[config.mk]
export PLATFORM = sky130hd
export DESIGN_NAME = traffic_light_fsm_flat
export DESIGN_NICKNAME = d
export VERILOG_FILES = /design/src/rtl/traffic_light_fsm_if.sv /design/src/rtl/traffic_light_fsm.sv /design/src/flat_wrapper.sv
export SDC_FILE = /design/constraint.sdc
export NUM_CORES = 1
export LEC_CHECK = 0
export CORE_UTILIZATION = 52
export DETAILED_ROUTE_END_ITERATION = 8
export PLACE_DENSITY_LB_ADDON = 0.3
export SYNTH_ARGS = -nofsm -noshare
export SYNTH_HDL_FRONTEND = slang
export SYNTH_SLANG_ARGS = --single-unit
[constraint.sdc]
create_clock -name clk -period 3.21 [get_ports clk]
set_input_delay 0.642 -clock clk [delete_from_list [all_inputs] [get_ports clk]]
set_output_delay 0.642 -clock clk [all_outputs]
set_load 0.005 [all_outputs]
[src/rtl/traffic_light_fsm_if.sv]
// ---------------------------------------------------------------------------
// traffic_light_fsm_if
//
// Connects the traffic-light controller to the time-parameter store.
// The controller selects which duration it needs and the store returns that
// duration from a register. The returned value therefore trails a change of
// interval by one clock.
//
// Signals
//   interval [1:0] : duration select, controller -> store
//                    00 base, 01 extended, 10 yellow (11 is never driven)
//   value_in [3:0] : registered duration, store -> controller
//
// Modports
//   master : the controller (drives interval, reads value_in)
//   slave  : the store      (reads interval, drives value_in)
// ---------------------------------------------------------------------------
interface traffic_light_fsm_if;
  logic [1:0] interval;
  logic [3:0] value_in;

  modport master (
    output interval,
    input  value_in
  );

  modport slave (
    input  interval,
    output value_in
  );
endinterface : traffic_light_fsm_if

[src/rtl/traffic_light_fsm.sv]
// ---------------------------------------------------------------------------
// traffic_light_fsm
//
// Controller for a main/side street crossing with a pedestrian walk phase.
// It cycles through seven phases:
//   MG_BASE -> (MG_EXT) -> MY -> SG_BASE -> (SG_EXT) -> SY -> (WALK) -> MG_BASE
// MG_EXT and SG_EXT are taken only when the side-street sensor is high as the
// base green expires. WALK is taken only when a walk request is pending.
//
// Each phase runs three sub-steps:
//   FETCH0 : interval has just changed, and the store is registering the value.
//   FETCH1 : value_in now holds the duration for this phase.
//   RUN    : the timer is loaded on the edge out of FETCH1. Each tick then
//            decrements it. A tick with the timer at 1 ends the phase.
// A phase therefore lasts value_in ticks plus two clocks. A duration of 0
// is treated as 1.
//
// Ports
//   clk            : system clock, rising edge
//   reset          : synchronous, active-high; overrides every other input
//   one_hz_enable  : one-clock tick pulse, active level set by TICK_ACTIVE
//   sensor         : side-street car present (level)
//   walk_request   : pedestrian button (level or pulse)
//   sync_reprogram : store is being rewritten; holds MG_BASE/FETCH0
//   store_bus      : interval out / value_in in (time-parameter store)
//   main_lights    : {red,yellow,green}, main street
//   side_lights    : {red,yellow,green}, side street
//   walk           : walk lamp
//   time_left      : current countdown value (0 while fetching)
// ---------------------------------------------------------------------------
module traffic_light_fsm #(
  parameter logic TICK_ACTIVE = 1'b1
) (
  input  logic                       clk,
  input  logic                       reset,
  input  logic                       one_hz_enable,
  input  logic                       sensor,
  input  logic                       walk_request,
  input  logic                       sync_reprogram,
  traffic_light_fsm_if.master        store_bus,
  output logic [2:0]                 main_lights,
  output logic [2:0]                 side_lights,
  output logic                       walk,
  output logic [3:0]                 time_left
);

  // -------------------------------------------------------------------------
  // Types and encodings
  // -------------------------------------------------------------------------
  typedef enum logic [2:0] {
    MG_BASE,
    MG_EXT,
    MY,
    SG_BASE,
    SG_EXT,
    SY,
    WALK
  } phase_e;

  typedef enum logic [1:0] {
    FETCH0,
    FETCH1,
    RUN
  } step_e;

  // Everything a phase presents to the outside world. It is registered as
  // one unit so that all outputs change together on the phase-entry edge.
  typedef struct packed {
    logic [1:0] interval;
    logic [2:0] main_l;
    logic [2:0] side_l;
    logic       walk_l;
  } phase_out_t;

  localparam logic [1:0] INTERVAL_BASE = 2'b00;
  localparam logic [1:0] INTERVAL_EXT  = 2'b01;
  localparam logic [1:0] INTERVAL_YEL  = 2'b10;

  localparam logic [2:0] LAMP_RED = 3'b100;
  localparam logic [2:0] LAMP_YEL = 3'b010;
  localparam logic [2:0] LAMP_GRN = 3'b001;

  // -------------------------------------------------------------------------
  // Phase tables
  // -------------------------------------------------------------------------
  // Output decode for each phase. The unreachable code falls back to the
  // MG_BASE outputs, so a corrupted state still shows a legal light pattern.
  function automatic phase_out_t phase_outputs(input phase_e p);
    phase_out_t o;
    o.interval = INTERVAL_BASE;
    o.main_l   = LAMP_GRN;
    o.side_l   = LAMP_RED;
    o.walk_l   = 1'b0;
    case (p)
      MG_BASE: begin
        o.interval = INTERVAL_BASE;
        o.main_l   = LAMP_GRN;
        o.side_l   = LAMP_RED;
      end
      MG_EXT: begin
        o.interval = INTERVAL_EXT;
        o.main_l   = LAMP_GRN;
        o.side_l   = LAMP_RED;
      end
      MY: begin
        o.interval = INTERVAL_YEL;
        o.main_l   = LAMP_YEL;
        o.side_l   = LAMP_RED;
      end
      SG_BASE: begin
        o.interval = INTERVAL_BASE;
        o.main_l   = LAMP_RED;
        o.side_l   = LAMP_GRN;
      end
      SG_EXT: begin
        o.interval = INTERVAL_EXT;
        o.main_l   = LAMP_RED;
        o.side_l   = LAMP_GRN;
      end
      SY: begin
        o.interval = INTERVAL_YEL;
        o.main_l   = LAMP_RED;
        o.side_l   = LAMP_YEL;
      end
      WALK: begin
        o.interval = INTERVAL_EXT;
        o.main_l   = LAMP_RED;
        o.side_l   = LAMP_RED;
        o.walk_l   = 1'b1;
      end
      default: ;
    endcase
    return o;
  endfunction

  // Successor of a phase at expiry. The sensor is sampled on the expiry edge
  // itself. The walk decision uses the registered pending flag.
  function automatic phase_e phase_after(input phase_e p,
                                         input logic   sensor_now,
                                         input logic   walk_pending_now);
    phase_e nxt;
    nxt = MG_BASE;
    case (p)
      MG_BASE: nxt = sensor_now ? MG_EXT : MY;
      MG_EXT:  nxt = MY;
      MY:      nxt = SG_BASE;
      SG_BASE: nxt = sensor_now ? SG_EXT : SY;
      SG_EXT:  nxt = SY;
      SY:      nxt = walk_pending_now ? WALK : MG_BASE;
      WALK:    nxt = MG_BASE;
      default: nxt = MG_BASE;
    endcase
    return nxt;
  endfunction

  // -------------------------------------------------------------------------
  // State
  // -------------------------------------------------------------------------
  phase_e     phase_q,        phase_d;
  step_e      step_q,         step_d;
  logic [3:0] timer_q,        timer_d;
  logic       walk_pending_q, walk_pending_d;
  phase_out_t out_q,          out_d;

  logic       tick;

  assign tick = (one_hz_enable == TICK_ACTIVE);

  // -------------------------------------------------------------------------
  // Next-state logic
  // -------------------------------------------------------------------------
  always_comb begin
    // NOTE: every signal this block writes gets a default first. Otherwise a
    // path that skips an assignment would infer a latch.
    phase_d        = phase_q;
    step_d         = step_q;
    timer_d        = timer_q;
    walk_pending_d = walk_pending_q | walk_request;

    if (sync_reprogram) begin
      // The store contents are changing. Park at the start of the main green
      // and drop any walk request, which will be re-made if still wanted.
      phase_d        = MG_BASE;
      step_d         = FETCH0;
      timer_d        = 4'd0;
      walk_pending_d = 1'b0;
    end else begin
      case (step_q)
        FETCH0: step_d = FETCH1;

        FETCH1: begin
          // value_in is valid now: interval has been stable for one full
          // cycle, which covers the store's register stage.
          step_d  = RUN;
          timer_d = (store_bus.value_in == 4'd0) ? 4'd1 : store_bus.value_in;
        end

        RUN: begin
          if (tick) begin
            if (timer_q <= 4'd1) begin
              phase_d = phase_after(phase_q, sensor, walk_pending_q);
              step_d  = FETCH0;
              timer_d = 4'd0;
              // Entering WALK serves the request. A press on this same edge
              // is for the walk now starting, so it is not kept.
              if (phase_d == WALK) begin
                walk_pending_d = 1'b0;
              end
            end else begin
              timer_d = timer_q - 4'd1;
            end
          end
        end

        default: begin
          // Unused step code: restart the current phase's fetch.
          step_d  = FETCH0;
          timer_d = 4'd0;
        end
      endcase
    end

    out_d = phase_outputs(phase_d);
  end

  // -------------------------------------------------------------------------
  // State register
  // -------------------------------------------------------------------------
  // NOTE: state is updated with non-blocking assignments, so every register
  // here samples the values from before the edge, whatever the statement
  // order.
  always_ff @(posedge clk) begin
    if (reset) begin
      phase_q        <= MG_BASE;
      step_q         <= FETCH0;
      timer_q        <= 4'd0;
      walk_pending_q <= 1'b0;
      out_q          <= phase_outputs(MG_BASE);
    end else begin
      phase_q        <= phase_d;
      step_q         <= step_d;
      timer_q        <= timer_d;
      walk_pending_q <= walk_pending_d;
      out_q          <= out_d;
    end
  end

  // -------------------------------------------------------------------------
  // Outputs
  // -------------------------------------------------------------------------
  assign store_bus.interval = out_q.interval;
  assign main_lights        = out_q.main_l;
  assign side_lights        = out_q.side_l;
  assign walk               = out_q.walk_l;
  assign time_left          = timer_q;

endmodule : traffic_light_fsm

[src/flat_wrapper.sv]
// flat-port wrapper written by rule: the top's interface ports become plain ports
module traffic_light_fsm_flat 
#(
  parameter logic TICK_ACTIVE = 1'b1
)
  (clk, reset, one_hz_enable, sensor, walk_request, sync_reprogram, main_lights, side_lights, walk, time_left, store_bus_interval, store_bus_value_in);
  traffic_light_fsm_if store_bus_i ();
  input  logic clk;
  input  logic reset;
  input  logic one_hz_enable;
  input  logic sensor;
  input  logic walk_request;
  input  logic sync_reprogram;
  output logic [2:0] main_lights;
  output logic [2:0] side_lights;
  output logic walk;
  output logic [3:0] time_left;
  output wire logic [$bits(store_bus_i.interval)-1:0] store_bus_interval;
  input wire logic [$bits(store_bus_i.value_in)-1:0] store_bus_value_in;
  assign store_bus_interval = store_bus_i.interval;
  assign store_bus_i.value_in = store_bus_value_in;
  traffic_light_fsm #(.TICK_ACTIVE(TICK_ACTIVE)) u_core (.clk(clk), .reset(reset), .one_hz_enable(one_hz_enable), .sensor(sensor), .walk_request(walk_request), .sync_reprogram(sync_reprogram), .store_bus(store_bus_i), .main_lights(main_lights), .side_lights(side_lights), .walk(walk), .time_left(time_left));
endmodule
== Yosys cells after proc, flatten, opt, wreduce, memory -nomap -nowiden ==
Index checks and enable logic that the tools add are counted.
Storage, ports and cells
  bits in registers: 19
  bits in latches: 0
  RAM bits: 0
  memory bits (read-only): 0
  bits of input ports: 10
  output and inout port bits: 13
  logic and storage cells: 59
  memories: 0
Operators by class
  $add $sub $neg: 1
  multipliers: 0
  divide/modulo/power cells: 0
  $lt $le $gt $ge: 1
  eq/ne operators: 16
  shift-type cells: 0
  multiplexer cells: 25
  bitwise operators: 2
  reductions and logical operators: 6
Operators with widths (count)
  8-bit case mux with 6 select lines: 1
  3-bit two-way mux: 9
  3-bit equality test, second input constant: 6
  3-bit case mux with 6 select lines: 1
  3-bit by 2-bit equality test with 1-bit output, second input constant: 4
  4-bit two-way mux: 3
  4-bit case mux with 3 select lines: 1
  3-bit by 1-bit equality test with 1-bit output, second input constant: 2
  1-bit two-way mux: 6
  2-bit two-way mux: 3
  2-bit case mux with 3 select lines: 1
  4-bit by 1-bit less-or-equal comparator with 1-bit output, second input constant: 1
  4-bit logical NOT: 1
  2-bit AND reduction: 2
  4-bit by 1-bit subtractor with 4-bit output, second input constant: 1
  3-bit logical NOT: 1
  2-bit by 1-bit equality test with 1-bit output, second input constant: 1
  2-bit equality test, second input constant: 1
  2-bit logical NOT: 1
  2-bit by 1-bit != test with 1-bit output, second input constant: 1
  2-bit != test, second input constant: 1
  2-bit OR reduction: 1
  1-bit inverter: 1
  1-bit bitwise OR: 1

== Depth between registers and ports, before layout ==
Gate-level depths: netlist of the first run.
  depth after elaboration: 12
  depth in mapped cells: 8
  depth with buffers taken out: 8

== Worst setup path before layout of the first run ==
Ideal clock, no wire load.
  path kind: register -> register
  from: register u_core.timer_q[0] (netlist: u_core.time_left[0])
  to: register u_core.out_q (netlist bit u_core.store_bus.interval[1])
  setup time: 67 ps
  arrival: 1898 ps
  slack: 1245 ps
  cell stages (with the launch flop): 8
  clock period less this slack: 1965 ps
  cell sequence: dfxtp_1 > inv_1 > ha_1 > nor2_1 > nor3_1 > a22oi_1 > or4b_4 > o21ai_2
Between the ends
  cells in the longest elaborated chain, start to end: 7
  elaborated cells between the ends (all ways): 12
  classes of those cells: 1 x order compare; 6 x eq/ne; 5 x mux
Ends and longest elaborated chain
  start, declared: line traffic_light_fsm.sv:161  | logic [3:0] timer_q, timer_d;
  start signal, assigned: line traffic_light_fsm.sv:242  | timer_q <= timer_d;
  4-bit by 1-bit less-or-equal comparator with 1-bit output (*): line traffic_light_fsm.sv:200  | if (timer_q <= 4'd1) begin
  3-bit two-way mux (*): line traffic_light_fsm.sv:200
  3-bit two-way mux (*): line traffic_light_fsm.sv:199  | if (tick) begin
  3-bit two-way mux (*): line traffic_light_fsm.sv:188  | case (step_q)
  3-bit two-way mux (*): line traffic_light_fsm.sv:180  | if (sync_reprogram) begin
  3-bit equality test (tied with other cells): line traffic_light_fsm.sv:94  | case (p)
  8-bit case mux with 6 select lines (*): line traffic_light_fsm.sv:94
  end signal, assigned: line traffic_light_fsm.sv:238  | out_q <= phase_outputs(MG_BASE);
  end signal, assigned: line traffic_light_fsm.sv:244  | out_q <= out_d;
  end, declared: line traffic_light_fsm.sv:163  | phase_out_t out_q, out_d;
Every way passes the cells marked *; elsewhere a longest branch is shown, timed or not.
A chain may end at the register's enable or synchronous reset.

== Final worst setup path of the first run ==
Same ends and word-level chain as after synthesis.

==> impl_metrics.py, run 1 <==
metrics = {
    "critical_path": {
        "crit_end": "u_core.store_bus.interval[1]",
        "r2r-end": "u_core.store_bus.interval[1]",
        "crit_fanout": 6,
        "crit_chain": "inv_1, ha_1, nor2_1, nor3_1, a22oi_1, or4b_4, o21ai_2",
        "reg2reg_depth": 7,
        "r2r_setup_slack_ps": 920,
        "critPathMaxStageDelay_ps": 530,
        "path_delay_family": "simple AND/OR/NAND/NOR gates",
        "crit_arrival_ps": 2540,
        "path_depth": 7,
        "crit_path_end_kind": "register",
        "rr_startpoint": "u_core.time_left[0]",
        "startpoint": "u_core.time_left[0]",
        "cp.required_ps": 3450,
        "cpMaxStageDelayCell": "or4b_4",
        "startpoint_type": "register",
        "crit_type": "register to register",
        "path_buf_inv": 1,
    },
    "power": {
        "powerDensity_nw_per_um2": 318,
        "p_switching_uw": 92.1,
        "seq_power_share_pct": 60.6,
        "vdd_ir_drop_max_mv": 0.256,
        "power_leakage_uw": 0.000466,
        "swShare_pct": 23.3,
        "internal_power_uw": 303,
        "combPwrFrac_pct": 9.0,
        "clkPwrFrac_pct": 30.3,
    },
    "run": {
        "maxCapViolCount": 0,
    },
    "route": {
        "wl_um": 2010,
        "vias": 906,
        "met3WireLength_um": 155,
        "ant_nets": 0,
        "drtPass1Iterations": 4,
        "viasPerCell": 5.52,
        "wire_per_inst_um": 12.3,
        "wl_met2_um": 901,
        "drtIter0Drc": 28,
        "drcViolationCount": 0,
        "wl_met1_um": 922,
        "highest_layer": "met4",
    },
    "place": {
        "post-place-ws_ps": 692,
        "dpl.hpwl_um": 1520,
        "place_inst": 160,
        "portBuffers": 22,
        "gp_congestion": 0.888,
        "placed_cell_area_um2": 1210,
    },
    "floorplan": {
        "start_util_pct": 55.9,
        "core-area_um2": 1750,
        "fp.dieH_um": 45.3,
        "rows": 15,
        "die_w_um": 45.3,
        "dieArea_um2": 2050,
        "io_pins": 23,
    },
    "timing": {
        "drv_slew": 0,
        "post-route-period-util_pct": 71.4,
        "slew-limit-headroom_pct": 68.5,
        "setup_tns_ps": 0,
        "max_freq_ghz": 0.437,
        "finalSetupViolations": 0,
        "timing.final.hold_violations": 0,
        "fin_crit_ps": 2290,
        "skew_ps": 5.62,
        "worst_slew_pin_slew_ps": 467,
        "rsz0062_at_grt": "no",
        "setup_slack_ps": 919,
    },
    "synth": {
        "ys_top_cells_by_area": "dfxtp_1 (39%), ha_1 (7.7%), nor2_1 (5.8%)",
        "synth_top_cell_area_share_pct": 39.0,
        "ys_ff_latch": 19,
        "synth_edf_count": 0,
        "syn_area_per_cell_um2": 8.49,
        "yosysUniqueCellTypes": 35,
        "syn-num-nets": 131,
        "yosysSeqAreaShare_pct": 39.0,
        "yosysWarnings": 0,
        "synth_area_leader_cell": "dfxtp_1",
        "synth_ff_type": "dfxtp_1",
        "netlist_instances": 115,
        "async_reset_ff_share_pct": 0,
        "syn_area_um2": 976,
    },
    "clocking": {
        "cts_max_level": 1,
        "ctsHoldBuffers": 0,
        "cts_setup_buffers": 0,
        "cts_resized": 0,
        "cts_buffers": 3,
        "clk_path_buf_depth": 2,
        "root_buffer": "clkbuf_4",
        "cts_sinks": 19,
        "clkLatencyLatePin_ps": 300,
        "cts_tree": "built",
        "clkTransAtPathRegs_ps": 110,
    },
    "cells_and_area": {
        "antenna_cells": 0,
        "mostFrequentLayoutCell": "clkdlybuf4s50_1",
        "area_growth_pct": 27.1,
        "final_util_pct": 71.0,
        "final_cell_mix": "clkdlybuf4s50_1 (22), dfxtp_1 (19), nor2_1 (15), inv_1 (10), o21ai_0 (9)",
        "stdcell_area_um2": 1240,
        "layout.cells.non_filler": 164,
        "nets": 156,
        "drive_above_1_share_pct": 9.35,
    },
    "global_route": {
        "overflow": 0,
        "first_global_vias": 700,
        "gr-usage-all-layers_pct": 21.2,
        "antenna_found_initial": 0,
        "grt_max_degree": 12,
        "grt_pass1_wl_um": 3110,
    },
    "run_status": {
        "status": "complete, no violations",
    },
    "min_path": {
        "hp-class": "register to register",
    },
}
-- area by class of cell --
type	instances	area (um^2)
well taps	25	31.3
fillers	133	505
multi-input cells	84	543
inverters	10	37.5
clock buffers	3	22.5
clock inverters	1	5.00
repair buffers	22	220
flip-flops and latches	19	380
-- state kept, by name, indices dropped and copies added, names as in the netlist --
| signal | cells |
|---|---|
| u_core.walk_pending_q | 1 |
| u_core.time_left | 4 |
| u_core.step_q | 2 |
| u_core.walk | 1 |
| u_core.store_bus.interval | 2 |
| u_core.main_lights | 3 |
| u_core.phase_q | 3 |
| u_core.side_lights | 3 |
-- cell families (layout without fill, tap and decap cells) --
group | count (synthesis) | count (layout) | synth area share (%)
flip-flops | 19 | 19 | 39.0
XOR/XNOR | 1 | 1 | 0.898
multiplexers | 2 | 2 | 2.05
adder cells (fa/ha/maj) | 6 | 6 | 7.69
buffers and inverters | 12 | 36 | 5.38
AO/OA/AOI/OAI | 30 | 30 | 22.2
AND/OR/NAND/NOR | 45 | 45 | 22.8
-- per-layer routing --
layer  vias up  global-route usage, %
met5         -                      0
met2        33                   31.3
met3         5                   6.40
met4         0                   6.06
met1       414                   29.7
li1        454                      -
-- tightest hold or removal path, delay by kind of cell (launching register included) --
kind / cells / cell delay (ps)
mux: 1 / 80
simple gates: 1 / 70
flops: 1 / 370
-- Yosys cell counts (3+ instances only) --
cell type	count
dfxtp_1	19
ha_1	6
inv_1	10
o21ai_0	9
nand2_1	8
nand2b_1	4
nor2_1	15
a22oi_1	5
or2_2	3
nand4_1	3
nor3_1	5
-- stage by stage --
step | total power, uW | hold slack (ps)
3_5_place_dp | 280 | 526
4_1_cts | 399 | 554
3_3_place_gp | 279 | 508
5_1_grt | 412 | 610
2_1_floorplan | 263 | 491
6_report | 395 | 554
-- worst min path at each step --
stage	start	endpoint	slack [ps]	cells after the start
finish	u_core.step_q[1]	u_core.step_q[1]	550	2
global route	u_core.time_left[2]	u_core.time_left[2]	610	2
CTS	u_core.step_q[1]	u_core.step_q[1]	550	2
detailed placement	u_core.step_q[1]	u_core.step_q[1]	530	2
global placement	u_core.step_q[0]	u_core.step_q[0]	510	2
floorplan	u_core.step_q[1]	u_core.step_q[1]	490	2
-- power groups by stage --
stage               logic [uW]  registers, uW  clock network (uW)
global route              39.2            240                 133
finish                    35.6            239                 120
CTS                       35.5            239                 124
detailed placement        35.2            245                   0
floorplan                 18.5            244                   0
global placement          34.4            245                   0
Power figures use the tool's default switching activity.
==> run 2, diff against run 1 <==
--- a/config.mk
+++ b/config.mk
@@ -5,7 +5,7 @@
 export SDC_FILE = /design/constraint.sdc
 export NUM_CORES = 1
 export LEC_CHECK = 0
-export CORE_UTILIZATION = 52
+export CORE_UTILIZATION = 48
 export DETAILED_ROUTE_END_ITERATION = 8
 export PLACE_DENSITY_LB_ADDON = 0.3
 export SYNTH_ARGS = -nofsm -noshare
==> constraint.sdc (replaced) <==
create_clock -name clk -period 2.4 [get_ports clk]
set_input_delay 0.48 -clock clk [delete_from_list [all_inputs] [get_ports clk]]
set_output_delay 0.48 -clock clk [all_outputs]
set_load 0.005 [all_outputs]
==> impl_metrics.py, run 2 (synthesized netlist as in run 1, its figures left out) <==
metrics = {
    "power": {
        "vdd_ir_drop_max_mv": 0.407,
        "powerDensity_nw_per_um2": 430,
        "power_leakage_uw": 0.000475,
    },
    "place": {
        "place_inst": 162,
        "placed_cell_area_um2": 1230,
        "gp_congestion": 0.859,
        "dpl.hpwl_um": 1640,
        "portBuffers": 22,
    },
    "critical_path": {
        "crit_fanout": 6,
        "reg2reg_depth": 9,
        "crit_type": "register to register",
        "crit_path_end_kind": "register",
        "cpMostUsedCell": "inv_1",
        "critPathMaxStageDelay_ps": 440,
        "cp.required_ps": 2620,
        "crit_arrival_ps": 2320,
        "path_buf_inv": 3,
        "r2r_setup_slack_ps": 290,
        "r2r-end": "u_core.main_lights[2]",
        "startpoint_type": "register",
        "rr_startpoint": "u_core.time_left[0]",
        "path_delay_family": "simple AND/OR/NAND/NOR gates",
        "crit_chain": "inv_1, ha_1, nor2_1, nor3_1, a22oi_1, buf_4, nand2b_1, inv_1, a21bo_2",
        "cpMaxStageDelayCell": "dfxtp_1",
    },
    "route": {
        "viasPerCell": 5.34,
        "drcViolationCount": 0,
        "drtPass1Iterations": 4,
        "wl_um": 2130,
        "wire_per_inst_um": 12.8,
        "vias": 886,
        "ant_nets": 0,
        "drtIter0Drc": 20,
    },
    "cells_and_area": {
        "drive_above_1_share_pct": 10.6,
        "antenna_cells": 0,
        "nets": 158,
        "final_cell_mix": "clkdlybuf4s50_1 (22), dfxtp_1 (19), nor2_1 (15), inv_1 (10), o21ai_0 (9)",
        "largest_reg_flops": 4,
        "num-fill-cells": 162,
        "layout.cells.non_filler": 166,
        "area_growth_pct": 28.6,
        "mostFrequentLayoutCell": "clkdlybuf4s50_1",
        "stdcell_area_um2": 1250,
    },
    "floorplan": {
        "io_pins": 23,
        "core-area_um2": 1820,
        "fp.dieH_um": 47.1,
        "die_w_um": 47.1,
        "dieArea_um2": 2220,
        "start_util_pct": 53.6,
        "rows": 15,
    },
    "clocking": {
        "cts_setup_buffers": 0,
        "clk_path_buf_depth": 2,
        "cts_sinks": 19,
        "ctsHoldBuffers": 0,
        "root_buffer": "clkbuf_4",
        "cts_tree": "built",
        "cts_buffers": 3,
        "cts_max_level": 1,
        "cts_resized": 0,
        "clkTransAtPathRegs_ps": 120,
        "clkLatencyLatePin_ps": 310,
    },
    "timing": {
        "max_freq_ghz": 0.474,
        "timing.final.hold_violations": 0,
        "post-route-period-util_pct": 87.8,
        "slew-limit-headroom_pct": 65.7,
        "worst_slew_pin_slew_ps": 509,
        "drv_slew": 0,
        "rsz0062_at_grt": "no",
        "finalSetupViolations": 0,
        "skew_ps": 6.16,
        "setup_tns_ps": 0,
        "fin_crit_ps": 2110,
    },
    "global_route": {
        "grt_max_degree": 12,
        "grt_pass1_wl_um": 3380,
        "gr-usage-all-layers_pct": 22.2,
        "antenna_found_initial": 0,
        "first_global_vias": 813,
        "overflow": 0,
    },
    "min_path": {
        "hold_path_depth": 2,
        "min_to": "u_core.step_q[0]",
        "hp-start": "u_core.step_q[0]",
        "hp-class": "register to register",
    },
    "run": {
        "maxCapViolCount": 0,
    },
    "run_status": {
        "status": "complete, no violations",
    },
}
-- run 2: changes by cell type in the layout (fill, tap and decap cells not counted) --
| cell | previous run | this run |
|---|---|---|
| buf_4 | 0 | 2 |
-- run 2: worst min-delay path, cell delays in order, from the launching register on --
cell,delay (ps)
dfxtp_1,370
mux2i_1,80
nor2_1,70
-- run 2: cell type report --
cell class	instances	area (um^2)	area share [%]
multi-input combinational	84	543	43.3
sequential	19	380	30.3
timing repair buffer	24	235	18.7
inverter	10	37.5	2.99
tap	25	31.3	2.49
clock buffer	3	22.5	1.79
clock inverter	1	5.00	0.399
-- run 2: metrics by stage --
stage	total power, uW	hold WS (ps)	worst slack, ps	util, %
final	540	552	292	68.9
after detailed placement	375	527	118	67.4
after global routing	557	610	139	68.9
after global placement	373	510	114	67.4
after CTS	541	556	326	68.9
after floorplan	352	491	435	-
-- run 2: layer usage --
layer  vias to the layer above  track usage [%]  share of wire (%)
li1                        458                -                  -
met1                       405             28.3                 49
met2                        18             36.9                 46
met3                         5             3.46                3.0
met4                         0             10.3                1.8
met5                         -                0                  0
-- run 2: power by group --
group / total, uW / internal, uW / switching (uW)
combinational: 48.4 / 24.8 / 23.6
sequential: 320 / 318 / 2.25
clock: 171 / 62.4 / 109
-- run 2: worst max path at each step --
stage	start	endpoint	slack, ps	cells after the start
2_1_floorplan	u_core.time_left[0]	u_core.store_bus.interval[1]	430	7
3_3_place_gp	one_hz_enable	u_core.store_bus.interval[1]	110	6
3_5_place_dp	one_hz_enable	u_core.store_bus.interval[1]	120	6
4_1_cts	u_core.time_left[0]	u_core.main_lights[2]	330	8
5_1_grt	u_core.time_left[0]	u_core.main_lights[2]	140	8
6_report	u_core.time_left[0]	u_core.main_lights[2]	290	9
